### config.mk
export PLATFORM = sky130hd
export DESIGN_NAME = pipeline_exec_ctrl_flat
export DESIGN_NICKNAME = d
export VERILOG_FILES = /design/src/rtl/pipeline_exec_ctrl_pkg.sv /design/src/rtl/pipeline_exec_ctrl_if.sv /design/src/rtl/pipeline_exec_ctrl_cycle_counter.sv /design/src/rtl/pipeline_exec_ctrl.sv /design/src/flat_wrapper.sv
export SDC_FILE = /design/constraint.sdc
export NUM_CORES = 1
export LEC_CHECK = 0
export ABC_CLOCK_PERIOD_IN_PS = 3000
export CORE_AREA = 2 2 80 82
export CTS_CLUSTER_DIAMETER = 60
export DETAILED_ROUTE_END_ITERATION = 10
export DIE_AREA = 0 0 82 84
export PLACE_DENSITY = 0.91
export SETUP_SLACK_MARGIN = 0.2
export SLEW_MARGIN = 20
export SYNTH_ARGS = -nofsm -noshare
export SYNTH_HDL_FRONTEND = slang
export SYNTH_SLANG_ARGS = --single-unit
### constraint.sdc
create_clock -name I_CLK -period 3 [get_ports I_CLK]
set_clock_uncertainty 0.2 [all_clocks]
set_input_delay 0.6 -clock I_CLK [delete_from_list [all_inputs] [get_ports I_CLK]]
set_output_delay 0.6 -clock I_CLK [all_outputs]
set_load 0.1 [all_outputs]
### src/rtl/pipeline_exec_ctrl_pkg.sv
// rtl/pipeline_exec_ctrl_pkg.sv - opcode, command and FSM state constants for the exec controller
package pipeline_exec_ctrl_pkg;

  localparam logic [5:0] OP_NOP  = 6'b111110;
  localparam logic [5:0] OP_HALT = 6'b111111;

  localparam logic [1:0] CMD_NONE = 2'b00;
  localparam logic [1:0] CMD_RUN  = 2'b01;
  localparam logic [1:0] CMD_STEP = 2'b10;
  localparam logic [1:0] CMD_STOP = 2'b11;

  typedef logic [2:0] ec_state_t;

  localparam ec_state_t ST_IDLE   = 3'd0;
  localparam ec_state_t ST_RUN    = 3'd1;
  localparam ec_state_t ST_STEP   = 3'd2;
  localparam ec_state_t ST_DRAIN  = 3'd3;
  localparam ec_state_t ST_HALTED = 3'd4;

endpackage

### src/rtl/pipeline_exec_ctrl_if.sv
// rtl/pipeline_exec_ctrl_if.sv - debug command and pipeline control bundle for pipeline_exec_ctrl
interface pipeline_exec_ctrl_if #(
  parameter int PC_W  = 32,
  parameter int CNT_W = 32
);
  logic             I_EC_CMD_VALID;
  logic [1:0]       I_EC_CMD;
  logic             O_EC_CMD_READY;
  logic [5:0]       I_EC_IF_OP;
  logic [PC_W-1:0]  I_EC_IF_PC;
  logic             I_EC_BP_ENA;
  logic [PC_W-1:0]  I_EC_BP_ADDR;
  logic             O_EC_PIPE_EN;
  logic             O_EC_FETCH_EN;
  logic             O_EC_INJECT_NOP;
  logic             O_EC_BUSY;
  logic             O_EC_HALTED;
  logic             O_EC_DONE;
  logic             O_EC_BP_HIT;
  logic [CNT_W-1:0] O_EC_CYCLES;

  modport master (
    output I_EC_CMD_VALID, I_EC_CMD, I_EC_IF_OP, I_EC_IF_PC, I_EC_BP_ENA, I_EC_BP_ADDR,
    input  O_EC_CMD_READY, O_EC_PIPE_EN, O_EC_FETCH_EN, O_EC_INJECT_NOP, O_EC_BUSY,
           O_EC_HALTED, O_EC_DONE, O_EC_BP_HIT, O_EC_CYCLES
  );

  modport slave (
    input  I_EC_CMD_VALID, I_EC_CMD, I_EC_IF_OP, I_EC_IF_PC, I_EC_BP_ENA, I_EC_BP_ADDR,
    output O_EC_CMD_READY, O_EC_PIPE_EN, O_EC_FETCH_EN, O_EC_INJECT_NOP, O_EC_BUSY,
           O_EC_HALTED, O_EC_DONE, O_EC_BP_HIT, O_EC_CYCLES
  );
endinterface

### src/rtl/pipeline_exec_ctrl_cycle_counter.sv
// rtl/pipeline_exec_ctrl_cycle_counter.sv - saturating cycle counter with enable and sync clear
module exec_cycle_counter #(
  parameter int CNT_W = 32
) (
  input  logic             clk_i,
  input  logic             rst_i,
  input  logic             en_i,
  input  logic             clr_i,
  output logic [CNT_W-1:0] cnt_o
);

  logic [CNT_W-1:0] cnt_q, cnt_d;

  always_comb begin
    cnt_d = cnt_q;
    if (clr_i) begin
      cnt_d = '0;
    end else if (en_i && (cnt_q != {CNT_W{1'b1}})) begin
      cnt_d = cnt_q + {{(CNT_W-1){1'b0}}, 1'b1};
    end
  end

  always_ff @(posedge clk_i or posedge rst_i) begin
    if (rst_i) begin
      cnt_q <= '0;
    end else begin
      cnt_q <= cnt_d;
    end
  end

  assign cnt_o = cnt_q;

endmodule

### src/rtl/pipeline_exec_ctrl.sv
// rtl/pipeline_exec_ctrl.sv - run/step/halt sequencer for the 5-stage pipeline
// Optional breakpoint match enabled by defining EXEC_CTRL_BREAKPOINT_EN.
module pipeline_exec_ctrl
  import pipeline_exec_ctrl_pkg::*;
#(
  parameter int         PIPE_DEPTH = 5,
  parameter int         PC_W       = 32,
  parameter int         CNT_W      = 32,
  parameter logic [5:0] HALT_OP    = OP_HALT
) (
  input  logic                 I_CLK,
  input  logic                 I_RST,
  pipeline_exec_ctrl_if.slave  ec
);

  localparam int DW = (PIPE_DEPTH > 2) ? $clog2(PIPE_DEPTH) : 1;
  localparam logic [DW-1:0] DRAIN_LOAD = DW'(PIPE_DEPTH - 1);

  ec_state_t        state_q, state_d;
  logic [DW-1:0]    drain_q, drain_d;
  logic             done_q, done_d;
  logic             clr_cycles;
  logic             ready, pipe_en, fetch_en, inject_nop;
  logic             acc_run, acc_step, acc_stop, halt_seen, bp_match;
  logic [CNT_W-1:0] cycles;

  assign acc_run   = ec.I_EC_CMD_VALID && ready && (ec.I_EC_CMD == CMD_RUN);
  assign acc_step  = ec.I_EC_CMD_VALID && ready && (ec.I_EC_CMD == CMD_STEP);
  assign acc_stop  = ec.I_EC_CMD_VALID && ready && (ec.I_EC_CMD == CMD_STOP);
  assign halt_seen = (ec.I_EC_IF_OP == HALT_OP);

  always_comb begin
    state_d    = state_q;
    drain_d    = drain_q;
    done_d     = 1'b0;
    clr_cycles = 1'b0;
    case (state_q)
      ST_IDLE: begin
        if (acc_run) begin
          state_d = ST_RUN;
        end else if (acc_step) begin
          state_d = ST_STEP;
        end
      end
      ST_RUN: begin
        if (bp_match || halt_seen || acc_stop) begin
          state_d = ST_DRAIN;
          drain_d = DRAIN_LOAD;
        end
      end
      ST_STEP: begin
        // A stepped HALT drains instead; its completion comes from the drain.
        if (halt_seen) begin
          state_d = ST_DRAIN;
          drain_d = DRAIN_LOAD;
        end else begin
          state_d = ST_IDLE;
          done_d  = 1'b1;
        end
      end
      ST_DRAIN: begin
        drain_d = drain_q - DW'(1);
        if (drain_q <= DW'(1)) begin
          state_d = ST_HALTED;
          done_d  = 1'b1;
        end
      end
      ST_HALTED: begin
        if (acc_stop) begin
          state_d    = ST_IDLE;
          clr_cycles = 1'b1;
        end
      end
      default: state_d = ST_IDLE;
    endcase
  end

  always_ff @(posedge I_CLK or posedge I_RST) begin
    if (I_RST) begin
      state_q <= ST_IDLE;
      drain_q <= '0;
      done_q  <= 1'b0;
    end else begin
      state_q <= state_d;
      drain_q <= drain_d;
      done_q  <= done_d;
    end
  end

  always_comb begin
    ready      = 1'b0;
    pipe_en    = 1'b0;
    fetch_en   = 1'b0;
    inject_nop = 1'b0;
    case (state_q)
      ST_IDLE:   ready = 1'b1;
      ST_RUN: begin
        ready      = 1'b1;
        pipe_en    = 1'b1;
        fetch_en   = !bp_match;
        inject_nop = bp_match;
      end
      ST_STEP: begin
        pipe_en  = 1'b1;
        fetch_en = 1'b1;
      end
      ST_DRAIN: begin
        pipe_en    = 1'b1;
        inject_nop = 1'b1;
      end
      ST_HALTED: ready = 1'b1;
      default:   ready = 1'b0;
    endcase
  end

`ifdef EXEC_CTRL_BREAKPOINT_EN
  logic first_run_q, first_run_d;
  logic bp_pend_q, bp_pend_d;
  logic bp_hit_q, bp_hit_d;

  // The first RUN cycle after a resume may sit on the breakpoint PC; skip it.
  assign bp_match = (state_q == ST_RUN) && !first_run_q && ec.I_EC_BP_ENA &&
                    (ec.I_EC_IF_PC == ec.I_EC_BP_ADDR);

  always_comb begin
    first_run_d = (state_q == ST_IDLE) && acc_run;
    bp_pend_d   = bp_pend_q;
    bp_hit_d    = bp_hit_q;
    if ((state_q != ST_DRAIN) && (state_d == ST_DRAIN)) begin
      bp_pend_d = bp_match;
    end
    if ((state_q == ST_DRAIN) && (state_d == ST_HALTED)) begin
      bp_hit_d = bp_pend_q;
    end else if (clr_cycles) begin
      bp_hit_d = 1'b0;
    end
  end

  always_ff @(posedge I_CLK or posedge I_RST) begin
    if (I_RST) begin
      first_run_q <= 1'b0;
      bp_pend_q   <= 1'b0;
      bp_hit_q    <= 1'b0;
    end else begin
      first_run_q <= first_run_d;
      bp_pend_q   <= bp_pend_d;
      bp_hit_q    <= bp_hit_d;
    end
  end

  assign ec.O_EC_BP_HIT = bp_hit_q;
`else
  logic [2*PC_W:0] unused_bp;
  assign unused_bp      = {ec.I_EC_BP_ENA, ec.I_EC_BP_ADDR, ec.I_EC_IF_PC};
  assign bp_match       = 1'b0;
  assign ec.O_EC_BP_HIT = 1'b0;
`endif

  exec_cycle_counter #(.CNT_W(CNT_W)) u_cycles (
    .clk_i (I_CLK),
    .rst_i (I_RST),
    .en_i  (pipe_en),
    .clr_i (clr_cycles),
    .cnt_o (cycles)
  );

  assign ec.O_EC_CMD_READY  = ready;
  assign ec.O_EC_PIPE_EN    = pipe_en;
  assign ec.O_EC_FETCH_EN   = fetch_en;
  assign ec.O_EC_INJECT_NOP = inject_nop;
  assign ec.O_EC_BUSY       = (state_q == ST_RUN) || (state_q == ST_STEP) || (state_q == ST_DRAIN);
  assign ec.O_EC_HALTED     = (state_q == ST_HALTED);
  assign ec.O_EC_DONE       = done_q;
  assign ec.O_EC_CYCLES     = cycles;

endmodule

### src/flat_wrapper.sv
// flat-port wrapper written by rule: the top's interface ports become plain ports
module pipeline_exec_ctrl_flat import pipeline_exec_ctrl_pkg::*;
#(
  parameter int         PIPE_DEPTH = 5,
  parameter int         PC_W       = 32,
  parameter int         CNT_W      = 32,
  parameter logic [5:0] HALT_OP    = OP_HALT
)
  (I_CLK, I_RST, ec_I_EC_CMD_VALID, ec_I_EC_CMD, ec_I_EC_IF_OP, ec_I_EC_IF_PC, ec_I_EC_BP_ENA, ec_I_EC_BP_ADDR, ec_O_EC_CMD_READY, ec_O_EC_PIPE_EN, ec_O_EC_FETCH_EN, ec_O_EC_INJECT_NOP, ec_O_EC_BUSY, ec_O_EC_HALTED, ec_O_EC_DONE, ec_O_EC_BP_HIT, ec_O_EC_CYCLES);
  pipeline_exec_ctrl_if #(.PC_W(PC_W), .CNT_W(CNT_W)) ec_i ();
  input  logic I_CLK;
  input  logic I_RST;
  input wire logic [$bits(ec_i.I_EC_CMD_VALID)-1:0] ec_I_EC_CMD_VALID;
  input wire logic [$bits(ec_i.I_EC_CMD)-1:0] ec_I_EC_CMD;
  input wire logic [$bits(ec_i.I_EC_IF_OP)-1:0] ec_I_EC_IF_OP;
  input wire logic [$bits(ec_i.I_EC_IF_PC)-1:0] ec_I_EC_IF_PC;
  input wire logic [$bits(ec_i.I_EC_BP_ENA)-1:0] ec_I_EC_BP_ENA;
  input wire logic [$bits(ec_i.I_EC_BP_ADDR)-1:0] ec_I_EC_BP_ADDR;
  output wire logic [$bits(ec_i.O_EC_CMD_READY)-1:0] ec_O_EC_CMD_READY;
  output wire logic [$bits(ec_i.O_EC_PIPE_EN)-1:0] ec_O_EC_PIPE_EN;
  output wire logic [$bits(ec_i.O_EC_FETCH_EN)-1:0] ec_O_EC_FETCH_EN;
  output wire logic [$bits(ec_i.O_EC_INJECT_NOP)-1:0] ec_O_EC_INJECT_NOP;
  output wire logic [$bits(ec_i.O_EC_BUSY)-1:0] ec_O_EC_BUSY;
  output wire logic [$bits(ec_i.O_EC_HALTED)-1:0] ec_O_EC_HALTED;
  output wire logic [$bits(ec_i.O_EC_DONE)-1:0] ec_O_EC_DONE;
  output wire logic [$bits(ec_i.O_EC_BP_HIT)-1:0] ec_O_EC_BP_HIT;
  output wire logic [$bits(ec_i.O_EC_CYCLES)-1:0] ec_O_EC_CYCLES;
  assign ec_i.I_EC_CMD_VALID = ec_I_EC_CMD_VALID;
  assign ec_i.I_EC_CMD = ec_I_EC_CMD;
  assign ec_i.I_EC_IF_OP = ec_I_EC_IF_OP;
  assign ec_i.I_EC_IF_PC = ec_I_EC_IF_PC;
  assign ec_i.I_EC_BP_ENA = ec_I_EC_BP_ENA;
  assign ec_i.I_EC_BP_ADDR = ec_I_EC_BP_ADDR;
  assign ec_O_EC_CMD_READY = ec_i.O_EC_CMD_READY;
  assign ec_O_EC_PIPE_EN = ec_i.O_EC_PIPE_EN;
  assign ec_O_EC_FETCH_EN = ec_i.O_EC_FETCH_EN;
  assign ec_O_EC_INJECT_NOP = ec_i.O_EC_INJECT_NOP;
  assign ec_O_EC_BUSY = ec_i.O_EC_BUSY;
  assign ec_O_EC_HALTED = ec_i.O_EC_HALTED;
  assign ec_O_EC_DONE = ec_i.O_EC_DONE;
  assign ec_O_EC_BP_HIT = ec_i.O_EC_BP_HIT;
  assign ec_O_EC_CYCLES = ec_i.O_EC_CYCLES;
  pipeline_exec_ctrl #(.PIPE_DEPTH(PIPE_DEPTH), .PC_W(PC_W), .CNT_W(CNT_W), .HALT_OP(HALT_OP)) u_core (.I_CLK(I_CLK), .I_RST(I_RST), .ec(ec_i));
endmodule
* Yosys cells after proc, flatten, opt, wreduce, memory -nomap -nowiden *
Cells that the tools add are included.

word-level totals
  register bits after elaboration = 39
  latch bits = 0
  memory bits (writable) = 0
  memory bits (read-only) = 0
  bits of input ports = 76
  memories kept = 0

cells by class
  add/subtract/negate cells = 2
  multiply operators = 0
  divide/modulo/power cells = 0
  $lt $le $gt $ge = 1
  equal/unequal tests = 14
  shifts and indexed selects = 0
  muxes and demuxes = 21
  bitwise logic cells = 0
  reductions and logical operators = 16

operators with widths
  kind                                                   count
  2-to-1 mux 32 bit                                      2
  adder 32 x 1 -> 32 bit, second input constant          1
  inequality test 32 bit, second input constant          1
  2-to-1 mux 3 bit                                       7
  case mux 3 bit (5 select lines)                        1
  case mux 3 bit (3 select lines)                        1
  2-to-1 mux 1 bit                                       8
  inequality test 2 x 1 -> 1 bit, second input constant  4
  equality test 3 x 2 -> 1 bit, second input constant    2
  equality test 6 bit, second input constant             1
  OR reduction 3 bit                                     2
  logical AND 1 bit                                      5
  equality test 2 bit, second input constant             2
  AND reduction 4 bit                                    1
  equality test 3 x 1 -> 1 bit, second input constant    1
  equality test 3 bit, second input constant             1
  <= comparator 3 x 1 -> 1 bit, second input constant    1
  logical NOT 3 bit                                      1
  logical OR 1 bit                                       3
  inequality test 3 x 1 -> 1 bit, second input constant  1
  AND reduction 3 bit                                    1
  nonzero test 3 bit                                     1
  subtractor 3 x 1 -> 3 bit, second input constant       1
  equality test 2 x 1 -> 1 bit, second input constant    1
  other kinds (4)                                        4

* Logic depth before layout (Yosys ltp) *
  depth in word-level cells = 8
  depth in mapped cells = 10
  depth with buffers taken out = 7

* Cells and area by module *
From an unflattened synthesis, not the netlist that was laid out.

second synthesis, totals
  cells, all modules = 251
  area total of the unflattened synthesis = 2274.7 sq um

by module, submodules not included
  module              instances  cells each  area an instance (sq um)  seq. area each (sq um)
  exec_cycle_counter  1          186         1740.4                    800.8
  pipeline_exec_ctrl  1          65          534.3                     175.2

* Least setup slack after synthesis *
No wires, ideal clock.

  kind = register to output
  start point = register u_core.state_q[1]
  end point = output ec_O_EC_FETCH_EN
  arrival = 2.216 ns
  required time = 2.200 ns
  setup slack = -0.016 ns
  cell stages (with the launch flop) = 4
  buffers on the path = 1
  cells stage by stage = dfrtp_1 -> clkbuf_1 -> nand2b_1 -> a21oi_1

on the way
  longest elaborated chain between the ends = 3

ends and longest elaborated chain
  item                                                                                 RTL line                  source
  start: declaration                                                                   pipeline_exec_ctrl.sv:19  ec_state_t state_q, state_d;
  start signal: assignment                                                             pipeline_exec_ctrl.sv:84  state_q <= state_d;
  equality test 3 x 2 -> 1 bit / equality test 3 x 1 -> 1 bit (equally long branches)  pipeline_exec_ctrl.sv:95  case (state_q)
  OR reduction 2 bit (no line) *                                                       --
  2-to-1 mux 1 bit *                                                                   pipeline_exec_ctrl.sv:95
  end: declaration                                                                     flat_wrapper.sv:21        output wire logic [$bits(ec_i.O_EC_FETCH_EN)-1:0] ec_O_EC_FETCH_EN;

Mark *: on every way between the ends. The rest lies on a longest branch, timed or not.

* Worst setup path in the final report *
  start point = register u_core.state_q[1]
  end point = register u_core.u_cycles.cnt_q[19], in the netlist u_core.u_cycles.cnt_o[19]

on the way
  longest elaborated chain between the ends = 8

ends and longest elaborated chain
  item                                                            RTL line                                            source
  equality test 3 bit, or another cell as far along               pipeline_exec_ctrl.sv:37, pipeline_exec_ctrl.sv:95
  OR reduction 3 bit (no line)                                    --
  2-to-1 mux 1 bit                                                pipeline_exec_ctrl.sv:95
  logical AND 1 bit (2 in a row)                                  pipeline_exec_ctrl.sv:29                            assign acc_stop = ec.I_EC_CMD_VALID && ready && (ec.I_EC_CMD == CMD_STOP);
  2-to-1 mux 1 bit                                                pipeline_exec_ctrl.sv:69                            if (acc_stop) begin
  2-to-1 mux 1 bit                                                pipeline_exec_ctrl.sv:37                            case (state_q)
  2-to-1 mux 32 bit / nonzero test 2 bit (equally long branches)  --
  end signal: assignment                                          pipeline_exec_ctrl_cycle_counter.sv:27              cnt_q <= cnt_d;
  end: declaration                                                pipeline_exec_ctrl_cycle_counter.sv:12              logic [CNT_W-1:0] cnt_q, cnt_d;

Parallel ways exist; a longest one is shown, timed or not.
A chain may end at the register's enable or synchronous reset.

==> results.txt <==
----------------------------------------------------
[Timing]
  Worst rel slew slack ... approximately 55%
  Total Negative Setup Slacks ... 0 ns
  FMAX ... a little under 400 MHz
  Slew Limit Fails ... 0
  Setup Viol. Count Final ... 0
  Final Hold Vio Count ... 0
  Time the worst path needs with I/O delays and setup ... 2.57 ns
  Final critical-path share of the clock period ... a little under nine tenths
  Worst Tran Pin Value ... roughly 0.68 ns
  Setup repair after global routing missed its margin ... no

[Synthesis]
  Async S/R FF share, synth ... 100%
  Area fraction of the dominant cell type after synthesis ... 40.9%
  Syn Nets ... about 360
  Most common cell in the netlist ... sky130_fd_sc_hd__dfrtp_1
  Combinational family with the most area after synthesis ... simple AND/OR/NAND/NOR gates
  Mux contribution to synthesized area ... between 1 and 1.5%
  Synthesized area divided by synthesized cell count ... between 8 and 9 µm²
  Count of mapped cells out of synthesis ... between 200 and 300
  Area share of xor/xnor cells in the synthesized design ... under 10%
  Adder and majority cell fraction of the synthesized area ... between 1.5 and 2%
  Simple-gate share of the synthesized area ... between 30% and 40%
  Ys Warns ... 0
  Most frequent cells after synthesis ... 39 x sky130_fd_sc_hd__dfrtp_1, 28 x sky130_fd_sc_hd__nand2_1, 23 x sky130_fd_sc_hd__a21oi_1
  Flop and latch count out of synthesis ... 39
  Leading cell types by total area after synthesis ... sky130_fd_sc_hd__dfrtp_1 41%, sky130_fd_sc_hd__a21oi_1 4.8%, sky130_fd_sc_hd__nand4_1 4.7%
  Unique masters post-synth ... between 50 and 60
  Post-synthesis instance area ... 2390 µm²
  Post-synthesis cell type with the largest combined area ... sky130_fd_sc_hd__dfrtp_1
  Compound-gate portion of the synthesized area ... 15.6%
  Number of flops mapped to enable cells by yosys ... 0
  Commonest register cell after synthesis ... sky130_fd_sc_hd__dfrtp_1
  Register area share after synthesis ... 40.9%

[Route]
  Avg WL per Cell ... between 10 and 15 µm
  Total vias in the final route ... between 2000 and 2500
  Post-route ant nets ... 0
  First drt pass iteration count ... 4
  Post-detailed-route DRC marker count ... 0
  Detailed Route Iter0 Violations ... 208
  Vias per std cell ... 5.84
  Wire length after detailed routing ... about 5900 µm

[Critical path]
  Bufs and invs on worst path ... 1
  Critical path data required time ... ~3.0 ns
  Kind of capture point of the worst setup path ... register
  Startpoint class of the critical path ... register
  Crit path arrival time ... 2.59 ns
  Cell family with the largest share of critical-path delay ... simple AND/OR/NAND/NOR gates
  Maximum fanout along the worst path ... 12
  Critical path class ... reg2reg
  Longest individual stage delay on the worst path ... between 0.5 and 0.6 ns
  Critical path cell sequence ... nor2_1, or2_1, clkinv_2, nand4_4, a311o_1, or3_1, a21oi_1
  Crit path max-delay cell type ... sky130_fd_sc_hd__dfrtp_1

[Floorplan]
  Core area ... 6100 µm²
  Initial Utilization ... about two fifths
  Die X-Extent ... ~80 µm
  Die Y-Extent ... around 84 µm
  FP Rows ... 29
  Number of I/O pins ... 116
  Area enclosed by the die boundary ... roughly 6900 µm²

[CTS]
  Cts repair resizes ... 0
  Clock Pin Slew Worst Setup and Hold Paths ... ~0.070 ns
  Post CTS Setup Buffer Count ... 0
  Post-CTS Hold Fix Bufs ... 0
  H-Tree Depth ... 2
  Clock tree root buffer cell ... sky130_fd_sc_hd__clkbuf_8
  Cts bufs inserted ... 5
  Worst skew pair latency ... about 0.30 ns
  Clock Sink Count ... 39
  CTS tree ... built
  Maximum count of clock buffers along a single path ... 2

[Layout]
  Filler cell count ... 595
  Area grow syn2layout ... 23.4%
  Share of post-route cells with drive strength above 1 ... 19.5%
  Antenna cell count ... 0
  Layout Nets ... roughly 400

[Place]
  Final HPWL DP ... about 4200 µm
  Gp weighted congestion ... just under 0.9
  Count of input and output buffers ... 49

[Job]
  Maximum capacitance violations ... 0

[Global route]
  Overflow left after global routing ... 0
  Number of antenna violations at the first check in global routing ... 0
  GRT Util Overall ... a little under a fifth
  Maximum number of pins on one net before global-route repair ... 40
  Via count of the first global-routing pass ... 2223
  First-pass GRT wire length ... roughly 10000 µm

[Worst hold path]
  Kind of path behind the tightest hold check ... reg2reg

[Outcome]
  Status ... complete, no violations

----------------------------------------------------
-- state kept, by name, summed over array words and instances (netlist names) --
name,flops
u_core.drain_q,3
u_core.state_q,3
u_core.u_cycles.cnt_o,32
u_core.ec.O_EC_DONE,1
-- per-layer routing --
layer,part of all wire [%],global-route usage (%)
met1,42,21.8
met2,51,30.7
met3,4.8,4.00
met4,2.4,7.12
met5,0,0
-- logic make-up after synthesis --
kind of cell / after synthesis
adder cells (fa/ha/maj): 3
multiplexers: 3
other: 1
buffers and inverters: 26
XOR/XNOR: 8
flip-flops: 39
AO/OA/AOI/OAI: 58
AND/OR/NAND/NOR: 138
-- worst reg2reg max path, cell delays in order (launching register included) --
cell,delay (ns)
sky130_fd_sc_hd__dfrtp_1,0.55
sky130_fd_sc_hd__nor2_1,0.13
sky130_fd_sc_hd__or2_1,0.31
sky130_fd_sc_hd__clkinv_2,0.20
sky130_fd_sc_hd__nand4_4,0.13
sky130_fd_sc_hd__a311o_1,0.44
sky130_fd_sc_hd__or3_1,0.37
sky130_fd_sc_hd__a21oi_1,0.15
-- layout make-up --
class                           count  area [µm²]  area share (%)
Sequential cell                    39         981            33.3
Clock inverter                      1        5.00           0.170
Clock buffer                        7        86.3            2.93
Timing Repair Buffer               53         435            14.8
Tap cell                           77        96.3            3.27
Multi-Input combinational cell    211        1290            44.0
Inverter                           12        46.3            1.57
-- stage by stage --
step | setup WS (ns) | utilization (%) | hold WS (ns) | cells | instance area (µm²)
2_1_floorplan | 0.201 | - | 0.253 | 276 | 2400
5_1_grt | 0.251 | 48.3 | 0.330 | 400 | 2950
4_1_cts | 0.418 | 48.3 | 0.300 | 400 | 2950
3_5_place_dp | 0.399 | 46.8 | 0.284 | 392 | 2850
3_3_place_gp | 0.450 | 46.8 | 0.271 | 392 | 2850
6_report | 0.428 | 48.3 | 0.294 | 400 | 2950
-- path summary, 6_finish.rpt --
check,to,from,cells past startpoint,slack [ns]
min in group asynchronous,u_core.u_cycles.cnt_o[3],I_RST,3,0.51
min,u_core.drain_q[2],u_core.drain_q[2],1,0.29
min reg2reg,u_core.drain_q[2],u_core.drain_q[2],1,0.29
max reg2reg,u_core.u_cycles.cnt_o[19],u_core.state_q[1],7,0.43
max in group asynchronous,u_core.u_cycles.cnt_o[22],I_RST,3,1.70
max,u_core.u_cycles.cnt_o[19],u_core.state_q[1],7,0.43
-- layout by cell type (no fill, tap or decap), types with 5 or more instances in the layout --
master                            Yosys  routed
sky130_fd_sc_hd__buf_4                2      42
sky130_fd_sc_hd__dfrtp_1             39      35
sky130_fd_sc_hd__nand2_1             28      28
sky130_fd_sc_hd__nor2_1              22      22
sky130_fd_sc_hd__a21oi_1             23      21
sky130_fd_sc_hd__nand4_1             18      18
sky130_fd_sc_hd__nand3_1             16      16
sky130_fd_sc_hd__inv_1               11      11
sky130_fd_sc_hd__clkdlybuf4s50_1      0      10
sky130_fd_sc_hd__and3_1               8       8
sky130_fd_sc_hd__or4_1                8       8
sky130_fd_sc_hd__nor3_1               8       8
sky130_fd_sc_hd__o31ai_1              7       7
sky130_fd_sc_hd__xor2_1               7       7
sky130_fd_sc_hd__o21ai_1              6       6
sky130_fd_sc_hd__or3_1                6       6
sky130_fd_sc_hd__clkbuf_8             0       6
sky130_fd_sc_hd__and4_1               5       5
Power is left out: the tool's default activity adds up to more than one toggle a clock period on the data nets, which glitch-free logic cannot reach.
